**src/rtl/heroe_pkg.sv**
```systemverilog
// Shared constants for the heroe game: state codes, 7-segment
// letter glyphs (bit 0 = segment a, active-high) and word types.
package heroe_pkg;

  typedef logic [2:0]      estado_t;
  typedef logic [6:0]      seg7_t;
  typedef logic [3:0][6:0] word_t;

  localparam estado_t OFF  = 3'd0;
  localparam estado_t WLCM = 3'd1;
  localparam estado_t CH   = 3'd2;
  localparam estado_t GAME = 3'd3;
  localparam estado_t WL   = 3'd4;
  localparam estado_t PA   = 3'd5;

  localparam seg7_t A = 7'h77;
  localparam seg7_t B = 7'h7C;
  localparam seg7_t C = 7'h39;
  localparam seg7_t D = 7'h5E;
  localparam seg7_t E = 7'h79;
  localparam seg7_t F = 7'h71;
  localparam seg7_t G = 7'h3D;
  localparam seg7_t H = 7'h76;
  localparam seg7_t I = 7'h06;
  localparam seg7_t J = 7'h1E;
  localparam seg7_t K = 7'h75;
  localparam seg7_t L = 7'h38;
  localparam seg7_t M = 7'h37;
  localparam seg7_t N = 7'h54;
  localparam seg7_t O = 7'h3F;
  localparam seg7_t P = 7'h73;
  localparam seg7_t Q = 7'h67;
  localparam seg7_t R = 7'h50;
  localparam seg7_t S = 7'h6D;
  localparam seg7_t T = 7'h78;
  localparam seg7_t U = 7'h3E;
  localparam seg7_t V = 7'h1C;
  localparam seg7_t W = 7'h2A;
  localparam seg7_t X = 7'h49;
  localparam seg7_t Y = 7'h6E;
  localparam seg7_t Z = 7'h5B;

endpackage

```
**src/rtl/scan_timer.sv**
```systemverilog
// Slot and digit counters for the display multiplexer, with the
// combinational end-of-frame strobe.
module scan_timer #(
  parameter int REFRESH_DIV = 18000,
  parameter int CW          = $clog2(REFRESH_DIV)
) (
  input  logic          clk,
  input  logic          rst_n,
  input  logic          en,
  input  logic          clr,
  output logic [CW-1:0] slot_cnt,
  output logic [1:0]    digit,
  output logic          wrap
);

  logic last;

  assign last = slot_cnt == CW'(REFRESH_DIV - 1);
  assign wrap = en && last && (digit == 2'd3);

  always_ff @(posedge clk or negedge rst_n) begin
    if (!rst_n) begin
      slot_cnt <= '0;
      digit    <= '0;
    end else if (clr) begin
      slot_cnt <= '0;
      digit    <= '0;
    end else if (en) begin
      if (last) begin
        slot_cnt <= '0;
        digit    <= digit + 2'd1;
      end else begin
        slot_cnt <= slot_cnt + 1'b1;
      end
    end
  end

endmodule

```
**src/rtl/display_scan.sv**
```systemverilog
// Multiplexed 4-digit 7-segment driver: source select, frame-aligned
// word latch, guarded PWM anode window and registered outputs.
module display_scan
  import heroe_pkg::*;
#(
  parameter int REFRESH_DIV = 18000,
  parameter int GUARD       = 2000,
  parameter bit SEG_ACT_LOW = 1'b1,
  parameter bit AN_ACT_LOW  = 1'b1
) (
  input  logic        clk,
  input  logic        rst_n,
  input  logic [2:0]  presente,
  input  logic [27:0] display_menu,
  input  logic [27:0] display_game,
  input  logic [2:0]  brillo,
  output logic [6:0]  seg,
  output logic [3:0]  an,
  output logic        frame_tick
);

  localparam int CW = $clog2(REFRESH_DIV);

  localparam logic [0:0] ST_BLANK = 1'b0;
  localparam logic [0:0] ST_SCAN  = 1'b1;

  localparam logic [CW+2:0] SPAN    = (CW+3)'(REFRESH_DIV - GUARD);
  localparam logic [CW+2:0] GUARD_W = (CW+3)'(GUARD);
  localparam logic [CW+2:0] ONE     = (CW+3)'(1);

  localparam logic [6:0] SEG_POL = SEG_ACT_LOW ? 7'h7F : 7'h00;
  localparam logic [3:0] AN_POL  = AN_ACT_LOW ? 4'hF : 4'h0;

  logic [0:0]    state_q;
  logic [CW-1:0] slot_cnt;
  logic [1:0]    digit;
  logic          wrap;
  logic          run;
  logic          load;
  logic          on;
  word_t         sel;
  word_t         frame_q;
  logic [CW+2:0] prod;
  logic [CW+2:0] hi;
  logic [6:0]    seg_nxt;
  logic [3:0]    an_nxt;

  assign run = (state_q == ST_SCAN) && (presente != OFF);

  scan_timer #(
    .REFRESH_DIV(REFRESH_DIV)
  ) u_timer (
    .clk     (clk),
    .rst_n   (rst_n),
    .en      (run),
    .clr     (!run),
    .slot_cnt(slot_cnt),
    .digit   (digit),
    .wrap    (wrap)
  );

  always_comb begin
    sel = '0;
    unique case (1'b1)
      (presente == WLCM) || (presente == CH):
        sel = display_menu;
      (presente == GAME) || (presente == WL) || (presente == PA):
        sel = display_game;
      default:
        sel = '0;
    endcase
  end

  // entering SCAN and every frame end both capture the live source
  assign load = ((state_q == ST_BLANK) && (presente != OFF))
              || (run && wrap);

  assign prod = ({{CW{1'b0}}, brillo} + ONE) * SPAN;
  assign hi   = (prod >> 3) + GUARD_W;

  assign on = run
           && (slot_cnt >= CW'(GUARD))
           && ({3'b000, slot_cnt} < hi);

  assign seg_nxt = run ? frame_q[digit] : 7'h00;
  assign an_nxt  = on ? (4'b0001 << digit) : 4'b0000;

  always_ff @(posedge clk or negedge rst_n) begin
    if (!rst_n) begin
      state_q    <= ST_BLANK;
      frame_q    <= '0;
      frame_tick <= 1'b0;
      seg        <= SEG_POL;
      an         <= AN_POL;
    end else begin
      state_q    <= (presente != OFF) ? ST_SCAN : ST_BLANK;
      if (load)
        frame_q  <= sel;
      frame_tick <= load;
      seg        <= seg_nxt ^ SEG_POL;
      an         <= an_nxt ^ AN_POL;
    end
  end

endmodule

```
**config.mk**
```make
export PLATFORM = sky130hd
export DESIGN_NAME = display_scan
export DESIGN_NICKNAME = d
export VERILOG_FILES = /design/src/rtl/heroe_pkg.sv /design/src/rtl/scan_timer.sv /design/src/rtl/display_scan.sv
export SDC_FILE = /design/constraint.sdc
export NUM_CORES = 1
export LEC_CHECK = 0
export ABC_AREA = 1
export CAP_MARGIN = 20
export CORE_ASPECT_RATIO = 1.2
export CORE_MARGIN = 3
export CORE_UTILIZATION = 44
export DETAILED_ROUTE_END_ITERATION = 8
export GPL_ROUTABILITY_DRIVEN = 0
export MAX_ROUTING_LAYER = met4
export PLACE_DENSITY = 0.69
export RECOVER_POWER = 100
export SLEW_MARGIN = 40
export SYNTH_ARGS = -nofsm -noshare
export SYNTH_HDL_FRONTEND = slang
export SYNTH_SLANG_ARGS = --single-unit
```
**constraint.sdc**
```tcl
create_clock -name clk -period 2.6 [get_ports clk]
set_input_delay 0.65 -clock clk [delete_from_list [all_inputs] [get_ports clk]]
set_output_delay 0.65 -clock clk [all_outputs]
set_load 0.03 [all_outputs]
```
==> summary.md, run 1 <==
| Metric | Value |
|---|---|
| WL/cell | `14.1 um` |
| Vias in the first global route | `3,709` |
| Synth top area cells | `dfrtp_1 (30%), ha_1 (10%), dfstp_2 (7.3%)` |
| CP Data Required Time | `2.83 ns` |
| Grt ovf | `0` |
| Most frequent cells after synthesis | `nand2_1 (68), nor2_1 (66), inv_1 (49)` |
| Synth unique cells | `36` |
| Failing checks | `setup timing` |
| WS Path Type | `input port to flip-flop` |
| HP Class | `input port to async pin` |
| Clk slew on worst S/H paths | `0.06 ns` |
| Fin area | `5460 um^2` |
| Main flop type after synthesis | `dfrtp_1` |
| Most numerous cell in the Yosys netlist | `nand2_1` |
| Post-synth EDFFs | `0` |
| CP Launch Type | `input port` |
| Largest net degree at the start of global routing | `34` |
| Root Buffer | `clkbuf_8` |
| DIE AREA | `10,100 um^2` |
| TritonRoute pass-1 iters | `5` |
| Pwr/cell area | `665 nW/um^2` |
| Outcome | `finished with violations` |
| Cell mode on critical path | `nand2_1` |
| H-tree depth | `3` |
| M1 wire length | `4.24 mm` |
| CP arrival | `4.15 ns` |
| Starting Density | `45.5%` |
| HPWL Detailed | `7.88 mm` |
| Final Skew | `0.00961 ns` |
| Placed cell areas | `5130 um^2` |
| YS warnings | `0` |
| Initial antenna violation count | `0` |
| Maximum VDD drop | `0.000261 V` |
| Area delta synth->final | `38.6%` |
| Met3 wire len | `388 um` |
| Num CTS Buffers | `9` |
| Top-Level Pins | `76` |
| Crit Path Max Fanout | `4` |
| Post-CTS Hold Fix Bufs | `0` |
| Largest delay share family, worst path | `adder cells` |
| Total GRT Usage | `21.4%` |
| Syn_area_per_cell | `8.09 um^2` |
| Seq cells post-synth | `58` |
| Clock Path Buffers | `2` |
| Die height | `110 um` |
| Post-Synthesis Cells | `487` |
| Max-Slew Margin vs Limit | `39.5%` |
| Synth area leader | `dfrtp_1` |
| Fin nets | `709` |
| TritonCTS clock tree | `done` |
| Setup tns final | `-5.20 ns` |
| Via count | `3,817` |
| Max Slew Vio Count | `0` |
| Share of cells above drive strength 1 | `20.7%` |
| Final worst slack | `-1.32 ns` |
| Final wirelength | `10.2 mm` |
| Core area | `8660 um^2` |
| Max_cap viols | `0` |
| Net Count, Synth | `591` |
| Final Hold Vio Count | `0` |
| Site Rows | `37` |
| Ant diodes | `0` |
| Slew @ Worst Pin | `0.907 ns` |
| Global-route wire length before repair | `16.8 mm` |
| Leak | `2.44 nW` |
| Clk Latency, worst-skew pair | `0.33 ns` |
| Max frequency | `255 MHz` |
| CP endpoint kind | `flip-flop` |
| Async set or reset register ratio after synthesis | `100%` |
| PnR Total Power | `3.63 mW` |
| Fin crit period | `3.92 ns` |
| Chip width | `92.4 um` |
| Max stage delay on crit path | `0.52 ns` |
| Uppermost layer routed | `met4` |
| RSZ-0062 raised after global routing | `yes` |
| Post-route ant nets | `0` |
| Seq/Total Area, Yosys | `37.2%` |
| Fin Hold WS | `0.260 ns` |
| Slowest stage cell, crit path | `fa_1` |
| Clock sink total | `58` |
| Period utilisation layout | `151%` |
| Port Buf Inserts | `75` |
| # DRC | `0` |
| Met2 routed WL | `5.42 mm` |
| CP bufs+invs | `7` |
| Vias per Instance | `5.25` |
| Final setup violation count | `4` |
| Drt initial violations | `158` |
| Post-Synthesis Cell Area | `3940 um^2` |
| Synth top area share | `29.9%` |
==> logic make-up (layout without fill, tap and decap cells) <==
group / Yosys count / after routing / share of synthesized area, %
AO/OA/AOI/OAI: 75 / 75 / 11.6
XOR/XNOR: 9 / 9 / 2.00
adder cells (fa/ha/maj): 40 / 40 / 14.0
buffers and inverters: 74 / 197 / 8.01
flip-flops: 58 / 58 / 37.2
AND/OR/NAND/NOR: 231 / 231 / 27.2
==> layout by cell type (no fill, tap or decap), types with 8 or more instances in the layout <==
| cell | n |
|---|---|
| ha_1 | 28 |
| nand3_1 | 40 |
| inv_1 | 43 |
| nor2_2 | 9 |
| clkdlybuf4s50_1 | 58 |
| nand2_1 | 62 |
| a31oi_1 | 28 |
| o21ai_0 | 21 |
| dfrtp_1 | 47 |
| dlygate4sd3_1 | 13 |
| nand3_2 | 8 |
| nand4_1 | 37 |
| a21oi_1 | 9 |
| nor2_1 | 61 |
| dfstp_2 | 11 |
| buf_4 | 46 |
| clkbuf_8 | 10 |
==> layer usage <==
layer	track usage (%)	vias to the layer above
met5	-	-
met4	7.11	0
met3	2.81	15
met2	38.3	104
met1	25.0	1792
li1	-	1906
==> registers in the layout, indices dropped and copies added, names as in the netlist <==
name              cells
an                    4
frame_q              28
frame_tick            1
seg                   7
state_q               1
u_timer.digit         2
u_timer.slot_cnt     15
==> power breakdown <==
part	internal (mW)	total (mW)	switching [mW]	leakage, nW
registers	1.12	1.24	0.118	0.685
clock network	0.467	0.793	0.326	0.0974
logic	0.732	1.60	0.866	1.65
total	2.32	3.63	1.31	2.44
==> per-stage QoR <==
stage               utilization [%]  worst slack (ns)  cells
floorplan                         -             -1.27    487
global placement               59.2             -1.90    700
detailed placement             59.2             -2.03    700
CTS                            62.6             -1.26    723
global route                   63.0             -1.52    727
finish                         63.0             -1.32    727
==> worst paths after layout <==
path / start / endpoint / slack, ns / cells past startpoint
setup / recovery: brillo[1] / an[1] / -1.32 / 26
min in group clk: u_timer.slot_cnt[0] / u_timer.slot_cnt[0] / 0.53 / 1
max in group asynchronous: rst_n / u_timer.slot_cnt[9] / 1.16 / 2
hold / removal: rst_n / frame_q[6] / 0.26 / 1
hold reg to reg: u_timer.slot_cnt[0] / u_timer.slot_cnt[0] / 0.53 / 1
setup reg to reg: u_timer.slot_cnt[0] / frame_q[24] / 0.36 / 8
==> repair_timing <==
| action | 4_1_cts | 5_1_grt |
|---|---|---|
| gates resized for setup | 25 | 21 |
| endpoints found under the setup margin | 4 | 4 |
| pin swaps | 15 | 24 |
| buffers inserted | 7 | 4 |
| gates cloned | 0 | 0 |
==> worst register-to-register path, cell delays in order, from the launching register on <==
cell and delay (ns):
dfrtp_1 0.42, ha_1 0.23, nand3_2 0.11, nor2_1 0.17
nand4_1 0.10, o21ai_1 0.40, clkbuf_4 0.49, nor2_1 0.08
a31oi_1 0.16
==> area by class of cell <==
cell class | count | area, um^2
clock buffer | 13 | 149
clock inverter | 3 | 40.0
fill | 760 | 3200
inverter | 51 | 191
multi-input combinational | 355 | 2310
sequential | 58 | 1470
tap | 117 | 146
timing repair buffer | 130 | 1150
Note: power is estimated with default switching activity, not from simulation.
==> run 2, diff against run 1 <==
--- a/config.mk
+++ b/config.mk
@@ -8,12 +8,12 @@
 export ABC_AREA = 1
 export CAP_MARGIN = 20
 export CORE_ASPECT_RATIO = 1.2
-export CORE_MARGIN = 3
-export CORE_UTILIZATION = 44
+export CORE_MARGIN = 4
+export CORE_UTILIZATION = 57
 export DETAILED_ROUTE_END_ITERATION = 8
 export GPL_ROUTABILITY_DRIVEN = 0
 export MAX_ROUTING_LAYER = met4
-export PLACE_DENSITY = 0.69
+export PLACE_DENSITY = 0.87
 export RECOVER_POWER = 100
 export SLEW_MARGIN = 40
 export SYNTH_ARGS = -nofsm -noshare
==> summary.md, run 2 (synthesis gave the netlist of run 1 again) <==
| Metric | Value |
|---|---|
| Post-route ant nets | `0 (unchanged)` |
| Biggest regs | `frame_q x28, u_timer.slot_cnt x15, seg x7` |
| Max_cap viols | `1 (+1)` |
| Switch share | `38.8% (+2.7 points)` |
| Fin crit period | `4.23 ns (+0.309 ns)` |
| Root Buffer | `clkbuf_8` |
| Crit Path Max Fanout | `4 (unchanged)` |
| P_sw | `1.49 mW (+14%)` |
| Drt initial violations | `392 (+150%)` |
| HP Class | `flip-flop to flip-flop` |
| Site Rows | `32 (-14%)` |
| Dpl cells | `664 (-5.1%)` |
| Outcome | `finished with violations` |
| CP Launch Type | `input port` |
| CP arrival | `4.47 ns (+0.32 ns)` |
| CP endpoint kind | `flip-flop` |
| Final Skew | `0.00999 ns (+0.000383 ns)` |
| Final setup violation count | `4 (unchanged)` |
| Area delta synth->final | `38.3%` |
| Share of cells above drive strength 1 | `21.2% (+0.54 points)` |
| HPWL Detailed | `8.17 mm (+3.6%)` |
| Clock Path Buffers | `2 (unchanged)` |
| Post-CTS Hold Fix Bufs | `0 (unchanged)` |
| Pwr/cell area | `705 nW/um^2 (+6.1%)` |
| WL/cell | `18.6 um (+32%)` |
| Internal power | `2.35 mW (+1.4%)` |
| Slew @ Worst Pin | `1.66 ns (+0.754 ns)` |
| Clock power frac | `21.4% (-0.5 points)` |
| Maximum VDD drop | `0.000380 V (+45%)` |
| Most common cell after layout, fill and taps aside | `nand2_1` |
| Vias in the first global route | `4,205 (+13%)` |
| Port Buf Inserts | `75 (unchanged)` |
| Clk slew on worst S/H paths | `0.07 ns (about the same)` |
| # fillers | `398 (-48%)` |
| Top reg by flops | `frame_q` |
| Starting Density | `60.0% (+14 points)` |
| Ant diodes | `0 (unchanged)` |
| Fin area | `5450 um^2 (-0.21%)` |
| DIE AREA | `8310 um^2 (-18%)` |
| H-tree depth | `3 (unchanged)` |
| Top-Level Pins | `76 (unchanged)` |
| Leak | `2.42 nW (-0.57%)` |
| Final wirelength | `12.8 mm (+25%)` |
| Largest register FFs | `28 (unchanged)` |
| RSZ-0062 raised after global routing | `yes` |
| Core area | `6570 um^2 (-24%)` |
| Global-route wire length before repair | `19.3 mm (+15%)` |
| Comb power frac | `46.9% (+2.8 points)` |
| Placed cell areas | `5070 um^2 (-1.1%)` |
| WS Path Type | `input port to flip-flop` |
| Fin cells | `689 (-5.2%)` |
| Fin nets | `703 (-0.85%)` |
| Largest net degree at the start of global routing | `51 (+50%)` |
| Clock sink total | `58 (unchanged)` |
| Commonest cells after routing, fill and taps aside | `nand2_1 (62), nor2_1 (61), clkdlybuf4s50_1 (58), dfrtp_1 (47), buf_4 (43)` |
| # DRC | `0 (unchanged)` |
| Max frequency | `237 MHz (-7.3%)` |
| Initial antenna violation count | `0 (unchanged)` |
| Die height | `99.1 um (-9.7%)` |
| TritonCTS clock tree | `done` |
| Vias per Instance | `6.13 (+17%)` |
| Reg power frac | `31.7% (-2.4 points)` |
| Max Slew Vio Count | `31 (+31)` |
| Final Hold Vio Count | `0 (unchanged)` |
| Clk Latency, worst-skew pair | `0.33 ns (about the same)` |
| TritonRoute pass-1 iters | `7 (+2)` |
| Max-Slew Margin vs Limit | `-10.7% (-50 points)` |
| Chip width | `83.9 um (-9.2%)` |
| Num CTS Buffers | `9 (unchanged)` |
| Period utilisation layout | `163% (+12 points)` |
| CP Data Required Time | `2.84 ns (about the same)` |
| Via count | `4,224 (+11%)` |
| Pre-CTS setup slack | `-2.06 ns (-0.0339 ns)` |
| Final worst slack | `-1.63 ns (-0.309 ns)` |
| Failing checks | `capacitance limit, slew limit, setup timing` |
| Total GRT Usage | `29.6% (+8.2 points)` |
| Grt ovf | `0 (unchanged)` |
run 2: cell count changes in the layout (fill, tap and decap cells not counted), sizes merged:
cell,before,now
buf,51,47
clkdlybuf4s15,0,1
clkinv,3,5
clkbuf,21,16
run 2: worst max-delay path: stages:
cell and delay, ns:
buf_8 0.11, buf_6 0.12, ha_4 0.30, inv_4 0.05
ha_1 0.29, inv_1 0.06, fa_1 0.52, inv_2 0.07
fa_2 0.45, xnor2_4 0.25, nand2_2 0.11, nor3_4 0.12
xor2_1 0.18, ha_1 0.27, nand2_2 0.10, nor2_2 0.04
nor3_1 0.17, nand2_1 0.10, nand2_1 0.07, nand2_1 0.07
nand2_1 0.07, nand2_1 0.07, nand2_2 0.12, nand3_2 0.09
run 2: final timing paths:
| path | start | to | slack [ns] | cells past startpoint |
|---|---|---|---|---|
| setup / recovery | brillo[1] | an[1] | -1.63 | 24 |
| hold / removal | u_timer.slot_cnt[0] | u_timer.slot_cnt[0] | 0.56 | 1 |
| setup reg to reg | u_timer.slot_cnt[0] | frame_q[26] | 0.19 | 8 |
| hold reg to reg | u_timer.slot_cnt[0] | u_timer.slot_cnt[0] | 0.56 | 1 |
| max in group asynchronous | rst_n | frame_q[11] | 0.39 | 2 |
| min in group asynchronous | rst_n | u_timer.slot_cnt[5] | 0.74 | 1 |
run 2: metal layers:
layer	global-route usage, %	share of wire (%)	wire length, um	vias up
met3	5.18	7.0	901	91
met1	32.2	35	4470	1959
met4	17.0	7.2	921	0
met5	-	0	0	-
li1	-	-	-	1896
met2	50.9	51	6510	278
run 2: what timing repair did:
item                                    CTS  global route
endpoints found under the setup margin    4             4
setup buffers                             5             4
gates resized for setup                  30            26
pin swaps                                21            29
run 2: per-stage QoR:
step	power (mW)	utilization [%]	TNS (ns)	hold slack (ns)
2_1_floorplan	2.16	-	-5.09	0.354
3_3_place_gp	2.69	77.2	-7.67	0.520
3_5_place_dp	2.75	77.2	-8.23	0.540
4_1_cts	3.64	81.9	-5.31	0.378
5_1_grt	4.04	82.9	-10.07	0.574
6_report	3.84	82.9	-6.47	0.556
run 2: power by group through the flow:
stage	logic, mW	registers (mW)	clock network (mW)
after global routing	1.92	1.24	0.875
after detailed placement	1.52	1.23	0
after CTS	1.59	1.22	0.829
final	1.80	1.22	0.822
after global placement	1.47	1.22	0
after floorplan	0.814	1.34	0
run 2: cell type report:
type,instances,area [um^2],area share (%)
multi-input combinational,355,2360,43.4
sequential,58,1470,26.9
timing repair buffer,124,1120,20.6
inverter,51,194,3.56
clock buffer,11,141,2.60
tap,85,106,1.95
clock inverter,5,53.8,0.988
==> run 3, diff against run 2 <==
--- a/config.mk
+++ b/config.mk
@@ -12,6 +12,7 @@
 export CORE_UTILIZATION = 57
 export DETAILED_ROUTE_END_ITERATION = 8
 export GPL_ROUTABILITY_DRIVEN = 0
+export GPL_TIMING_DRIVEN = 1
 export MAX_ROUTING_LAYER = met4
 export PLACE_DENSITY = 0.87
 export RECOVER_POWER = 100
==> results of run 3 <==
Final layout, timing and power as in run 2 (identical DEF).
